<file path="config.mk">
export PLATFORM = sky130hd
export DESIGN_NAME = frame_arbiter
export DESIGN_NICKNAME = d
export VERILOG_FILES = /design/src/rtl/frame_arbiter.sv
export SDC_FILE = /design/constraint.sdc
export NUM_CORES = 1
export LEC_CHECK = 0
export CORE_MARGIN = 4
export CORE_UTILIZATION = 41
export CTS_CLUSTER_SIZE = 25
export DETAILED_ROUTE_END_ITERATION = 10
export GPL_TIMING_DRIVEN = 0
export PLACE_DENSITY = 0.79
export SYNTH_ARGS = -nofsm -noshare
export SYNTH_HDL_FRONTEND = slang
export SYNTH_SLANG_ARGS = --single-unit
</file>
<file path="constraint.sdc">
create_clock -name clk -period 3.43 [get_ports clk]
set_input_delay 0.8575 -clock clk [delete_from_list [all_inputs] [get_ports clk]]
set_output_delay 0.8575 -clock clk [all_outputs]
set_load 0.02 [all_outputs]
</file>
<file path="src/rtl/frame_arbiter.sv">
// Round-robin frame arbiter: grants one input per frame and forwards its beats
// through a single registered output stage with one-cycle latency.
module frame_arbiter #(
    parameter int unsigned NumInputs = 2,
    parameter int unsigned DataWidth = 8
) (
    input  logic                           clk,
    input  logic                           rst,
    input  logic [NumInputs-1:0]           en_mask,
    input  logic [NumInputs-1:0]           din_valid,
    output logic [NumInputs-1:0]           din_ready,
    input  logic [NumInputs-1:0]           din_eof,
    input  logic [NumInputs*DataWidth-1:0] din_data,
    input  logic                           dout_ready,
    output logic                           dout_valid,
    output logic                           dout_eof,
    output logic [DataWidth-1:0]           dout_data,
    output logic [1:0]                     dout_id,
    output logic                           busy
);

    localparam int unsigned IdxW = 2;

    typedef enum logic {
        IDLE = 1'b0,
        FWD  = 1'b1
    } state_e;

    state_e                state_q, state_d;
    logic [IdxW-1:0]       grant_q, grant_d;
    logic [IdxW-1:0]       ptr_q, ptr_d;
    logic                  dout_valid_q, dout_valid_d;
    logic                  dout_eof_q, dout_eof_d;
    logic [DataWidth-1:0]  dout_data_q, dout_data_d;
    logic [IdxW-1:0]       dout_id_q, dout_id_d;

    logic [NumInputs-1:0]  req;
    logic                  pick_found;
    logic [IdxW-1:0]       pick_idx;
    logic [IdxW-1:0]       cand;
    logic                  g_valid;
    logic                  g_eof;
    logic [DataWidth-1:0]  g_data;
    logic                  out_free;
    logic                  accept;
    logic [IdxW-1:0]       ptr_next;

    assign req      = din_valid & en_mask;
    assign out_free = ~dout_valid_q | dout_ready;
    assign ptr_next = (grant_q == IdxW'(NumInputs - 1)) ? '0 : grant_q + IdxW'(1);

    // Rotating priority search starting at ptr; masked requesters are skipped.
    always_comb begin
        pick_found = 1'b0;
        pick_idx   = '0;
        cand       = '0;
        for (int unsigned k = 0; k < NumInputs; k++) begin
            cand = IdxW'((32'(ptr_q) + k) % NumInputs);
            for (int unsigned i = 0; i < NumInputs; i++) begin
                if (!pick_found && (cand == IdxW'(i)) && req[i]) begin
                    pick_found = 1'b1;
                    pick_idx   = cand;
                end
            end
        end
    end

    // Granted input's handshake and payload; all other inputs are ignored.
    always_comb begin
        g_valid   = 1'b0;
        g_eof     = 1'b0;
        g_data    = '0;
        din_ready = '0;
        for (int unsigned i = 0; i < NumInputs; i++) begin
            if (grant_q == IdxW'(i)) begin
                g_valid      = din_valid[i];
                g_eof        = din_eof[i];
                g_data       = din_data[i*DataWidth +: DataWidth];
                din_ready[i] = (state_q == FWD) && out_free;
            end
        end
    end

    assign accept = (state_q == FWD) && g_valid && out_free;

    always_comb begin
        state_d      = state_q;
        grant_d      = grant_q;
        ptr_d        = ptr_q;
        dout_valid_d = dout_valid_q;
        dout_eof_d   = dout_eof_q;
        dout_data_d  = dout_data_q;
        dout_id_d    = dout_id_q;

        if (dout_valid_q && dout_ready) begin
            dout_valid_d = 1'b0;
        end

        case (state_q)
            IDLE: begin
                if (pick_found) begin
                    grant_d = pick_idx;
                    state_d = FWD;
                end
            end
            FWD: begin
                if (accept) begin
                    dout_valid_d = 1'b1;
                    dout_eof_d   = g_eof;
                    dout_data_d  = g_data;
                    dout_id_d    = grant_q;
                    if (g_eof) begin
                        state_d = IDLE;
                        ptr_d   = ptr_next;
                    end
                end
            end
            default: state_d = IDLE;
        endcase
    end

    always_ff @(posedge clk or negedge rst) begin
        if (!rst) begin
            state_q      <= IDLE;
            grant_q      <= '0;
            ptr_q        <= '0;
            dout_valid_q <= 1'b0;
            dout_eof_q   <= 1'b0;
            dout_data_q  <= '0;
            dout_id_q    <= '0;
        end else begin
            state_q      <= state_d;
            grant_q      <= grant_d;
            ptr_q        <= ptr_d;
            dout_valid_q <= dout_valid_d;
            dout_eof_q   <= dout_eof_d;
            dout_data_q  <= dout_data_d;
            dout_id_q    <= dout_id_d;
        end
    end

    assign dout_valid = dout_valid_q;
    assign dout_eof   = dout_eof_q;
    assign dout_data  = dout_data_q;
    assign dout_id    = dout_id_q;
    assign busy       = (state_q == FWD);

endmodule

</file>
=== Yosys cells after proc, flatten, opt, wreduce, memory -nomap -nowiden ===
Index checks and enable logic that the tools add are counted.

* Memories kept: 0
* RAM bits: 0
* Word-level logic and storage cells: 58
* Register bits: 14
* Bits in latches: 0
* Memory bits (read-only): 0

* Equal/unequal tests: 1
* Muxes and demuxes: 24
* Shift-type cells: 0
* Div/mod/pow operators: 0
* Order comparisons: 0
* Bitwise operators: 4
* $add $sub $neg: 2
* Reductions and logical operators: 20
* Multipliers: 0

{| class="wikitable"
|+ Operators with widths
! kind !! number
|-
| 2-to-1 mux 1 bit || 21
|-
| 2-to-1 mux 8 bit || 2
|-
| logical AND 1 bit || 11
|-
| logical NOT 2 bit || 3
|-
| AND reduction 2 bit || 2
|-
| logical NOT 1 bit || 3
|-
| AND reduction 3 bit || 1
|-
| adder 1 bit (second input constant) || 2
|-
| AND 2 bit || 1
|-
| inverter 1 bit || 2
|-
| case mux 1 bit (2 select lines) || 1
|-
| == test 1 bit (second input constant) || 1
|-
| bitwise OR 1 bit || 1
|}

=== Longest topological paths before layout ===
* Depth after elaboration: 17
* Gate-level depth with buffers: 5

=== Least setup slack after synthesis ===
Ideal clock, no wire load.

* Kind: input -> output
* Start: input port dout_ready
* End: output port din_ready[1]
* Buffers on the path: 0
* Stages: 2
* Data arrival time: 1.370 ns
* Path slack: 1.203 ns
* Data required time: 2.572 ns
* Cell sequence: or2b_4 > and3_1

* Longest elaborated chain between the ends: 3

{| class="wikitable"
|+ Ends and longest elaborated chain
! element !! line !! RTL
|-
| start: declaration || 14 || <nowiki>input logic dout_ready,</nowiki>
|-
| bitwise OR 1 bit || 49 || <nowiki>assign out_free = ~dout_valid_q | dout_ready;</nowiki>
|-
| logical AND 1 bit || 79 || <nowiki>din_ready[i] = (state_q == FWD) && out_free;</nowiki>
|-
| 2-to-1 mux 1 bit || 75 || <nowiki>if (grant_q == IdxW'(i)) begin</nowiki>
|-
| end: declaration || 11 || <nowiki>output logic [NumInputs-1:0] din_ready,</nowiki>
|}

No other way between the ends.

=== Final worst setup path ===
Same ends and word-level chain as after synthesis.

==> run summary <==
n_diodes: 0
number of nets in the finished design: 126
max-cap viol count: 0
clock skew: 0.00149 ns
initial cell density of the core: 43.4%
Inserted Clock Buffers: 3
Detail Placement HPWL: 1.36 mm
category of the worst setup path launch point: input pin
worst hold margin: 0.501 ns
clock transition at the registers of the reported paths: 0.08 ns
number of H-tree levels: 1
global routing usage summed across all routing layers: 15.6%
hold depth: 1
share of flip-flops with an asynchronous set or reset after synthesis: 100%
antenna violations before repair: 0
number of cells upsized or downsized after cts: 0
power density over the cells: 866 nW/um^2
kind of critical path: input pin to primary output
Boundary Pins: 40
post-synthesis average cell area: 13.1 um^2
count of flip-flops with a built-in enable after synthesis: 0
post-detailed-routing wire length: 1.75 mm
synthesis-to-finish area growth: 57.3%
crit path buf inv count: 2
Die H: 51.0 um
flops & latches, synth: 14
setup tns final: 0 ns
Worst Tran Pin Value: 0.650 ns
cells along the critical path: clkdlybuf4s50_1 > or2b_4 > and3_1 > clkdlybuf4s50_1
top post-synthesis cells by area: sky130_fd_sc_hd__dfrtp_1 46%, sky130_fd_sc_hd__mux2_4 16%, sky130_fd_sc_hd__mux2_2 13%
clock root buffer: sky130_fd_sc_hd__clkbuf_4
terminating pin of the worst hold path: dout_data[5]$_DFFE_PN0P_
routed length per placed instance: 14.1 um
max-slew violation count: 0
Static Leak: 0.529 nW
number of sinks handled by clock tree synthesis: 14
arrival time reported for the critical path endpoint: 2.26 ns
multi-input gate area in the final layout: 365 um^2
RD Place Congestion: 0.695
cell taking the most area after synthesis: sky130_fd_sc_hd__dfrtp_1
maximum net fanout on the critical path: 7
maximum number of pins on one net before global-route repair: 15
first-pass iteration count of the detailed router: 4
most common library cells after synthesis: 14 x sky130_fd_sc_hd__dfrtp_1, 9 x sky130_fd_sc_hd__mux2_2, 8 x sky130_fd_sc_hd__mux2_4, 4 x sky130_fd_sc_hd__nand2_1
highest-delay cell along the critical path: sky130_fd_sc_hd__clkdlybuf4s50_1
final critical delay including setup and external delays: 3.12 ns
Main synth FF type: sky130_fd_sc_hd__dfrtp_1
Max VDD drop: 572 uV
wire length of the first global-routing pass: 2.95 mm
peak per-stage delay on the critical path: 0.54 ns
worst slew slack as a fraction of its limit: 56.6%
clock tree from TritonCTS: yes
final count of hold timing violations: 0
clock latency of the later-clocked register in the worst-skew pair: 0.27 ns
remaining antenna violation count after routing: 0
die boundary width: 51.0 um
unrepaired setup endpoints after global routing: false
status: finished, final reports clean
Yosys warnings: 0
fill count: 130
combined area of all synthesized cells: 758 um^2
combined flip-flop and latch cell area: 350 um^2
sequential-to-total area share from yosys stat: 46.2%
Synthesized Nets: 83
fmax: 320 MHz
depth of the worst register-to-register path: 5
Via Count: 612
clk buf depth: 2
total of hold buffers inserted after clock tree synthesis: 0
area inside the core boundary: 1750 um^2
RR Startpoint: grant_q[0]$_DFFE_PN0P_
overall die area: 2600 um^2
number of global-route vias before repair: 627
worst hold start: dout_data[5]$_DFFE_PN0P_
total setup buffers inserted after CTS: 0
layout cell share with drive strength beyond 1: 28.3%
DR iter-0 viols: 2
CP Capture Type: primary output
number of different library cells in the post-synthesis netlist: 24
number of cells produced by synthesis: 58
top-area cell type share of the netlist area: 46.2%
Min-Delay Path Class: flop to flop
endpoint of the worst register-to-register path: dout_data[0]$_DFFE_PN0P_
Most common cell on crit path: sky130_fd_sc_hd__clkdlybuf4s50_1
Worst R2R Setup Slack: 1.92 ns
required time of the critical path: 2.57 ns
via density per instance: 4.94
endpoints failing setup: 0
final global-route overflow total: 0
DRC viols: 0
Period Utilization, post-route: 91.0%
number of buffers added on ports: 38
cell family with the largest share of critical-path delay: buffers and inverters
leading cell type by number of instances after synthesis: sky130_fd_sc_hd__dfrtp_1
number of placement rows: 15
## kinds of logic (layout without fill, tap and decap cells)
group	Yosys count	after routing	synth area share, %
other	1	1	0.495
muxes	18	18	30.7
AOI/OAI and AO/OA	8	8	8.09
DFF	14	14	46.2
buffers and inverters	5	46	5.61
and+or+nand+nor	12	12	8.91
## power breakdown
group | total, W | switching [W] | internal, W
logic | 0.000650 | 0.000277 | 0.000373
clock network | 0.0000903 | 0.0000496 | 0.0000407
registers | 0.000292 | 0.0000428 | 0.000249
total | 0.00103 | 0.000370 | 0.000663
## worst max-delay path by stage
stage                     slack (ns)       start           end  cells past startpoint
final                           0.31  dout_ready  din_ready[1]                      4
after global routing            0.26  dout_ready  din_ready[1]                      4
after CTS                       0.30  dout_ready  din_ready[1]                      4
after detailed placement        0.30  dout_ready  din_ready[1]                      4
after global placement          0.32  dout_ready  din_ready[1]                      4
after floorplan                 1.20  dout_ready  din_ready[1]                      2
## cells in the final DEF, fill, tap and decap left out, types with 2 or more instances in the layout
master,Yosys,routed
sky130_fd_sc_hd__buf_6,2,2
sky130_fd_sc_hd__nor2_1,2,2
sky130_fd_sc_hd__mux2_2,9,9
sky130_fd_sc_hd__buf_4,2,2
sky130_fd_sc_hd__clkbuf_4,0,3
sky130_fd_sc_hd__mux2_4,8,8
sky130_fd_sc_hd__clkdlybuf4s50_1,0,38
sky130_fd_sc_hd__nand2_1,4,4
sky130_fd_sc_hd__dfrtp_1,14,14
## layout make-up
cell class,instances,share of cell area [%]
Multi-Input combinational cell,39,30.6
Sequential cell,14,29.4
Tap cell,25,2.62
Timing Repair Buffer,38,31.9
Clock buffer,3,1.89
Buffer,5,3.57
## per-stage QoR
step | power [W] | cells | util [%] | setup slack, ns | instance area (um^2)
floorplan | 0.000702 | 58 | - | 1.20 | 758
finish | 0.00103 | 124 | 68.3 | 0.310 | 1190
detailed placement | 0.000950 | 121 | 67.0 | 0.302 | 1170
global placement | 0.000941 | 121 | 67.0 | 0.317 | 1170
global route | 0.00110 | 124 | 68.3 | 0.260 | 1190
CTS | 0.00105 | 124 | 68.3 | 0.303 | 1190
## sequential cells by signal, indices dropped and copies added, names as in the netlist
register,count
busy,1
dout_id,1
dout_eof,1
dout_valid,1
dout_data,8
ptr_q,1
grant_q,1
## metal layers
layer,up-vias,part of all wire (%),GRT usage (%)
met2,25,51,25.3
li1,290,-,-
met5,-,0,0
met4,0,0.69,4.04
met1,295,39,18.6
met3,2,8.7,7.00
(Power assumes the default switching activity.)
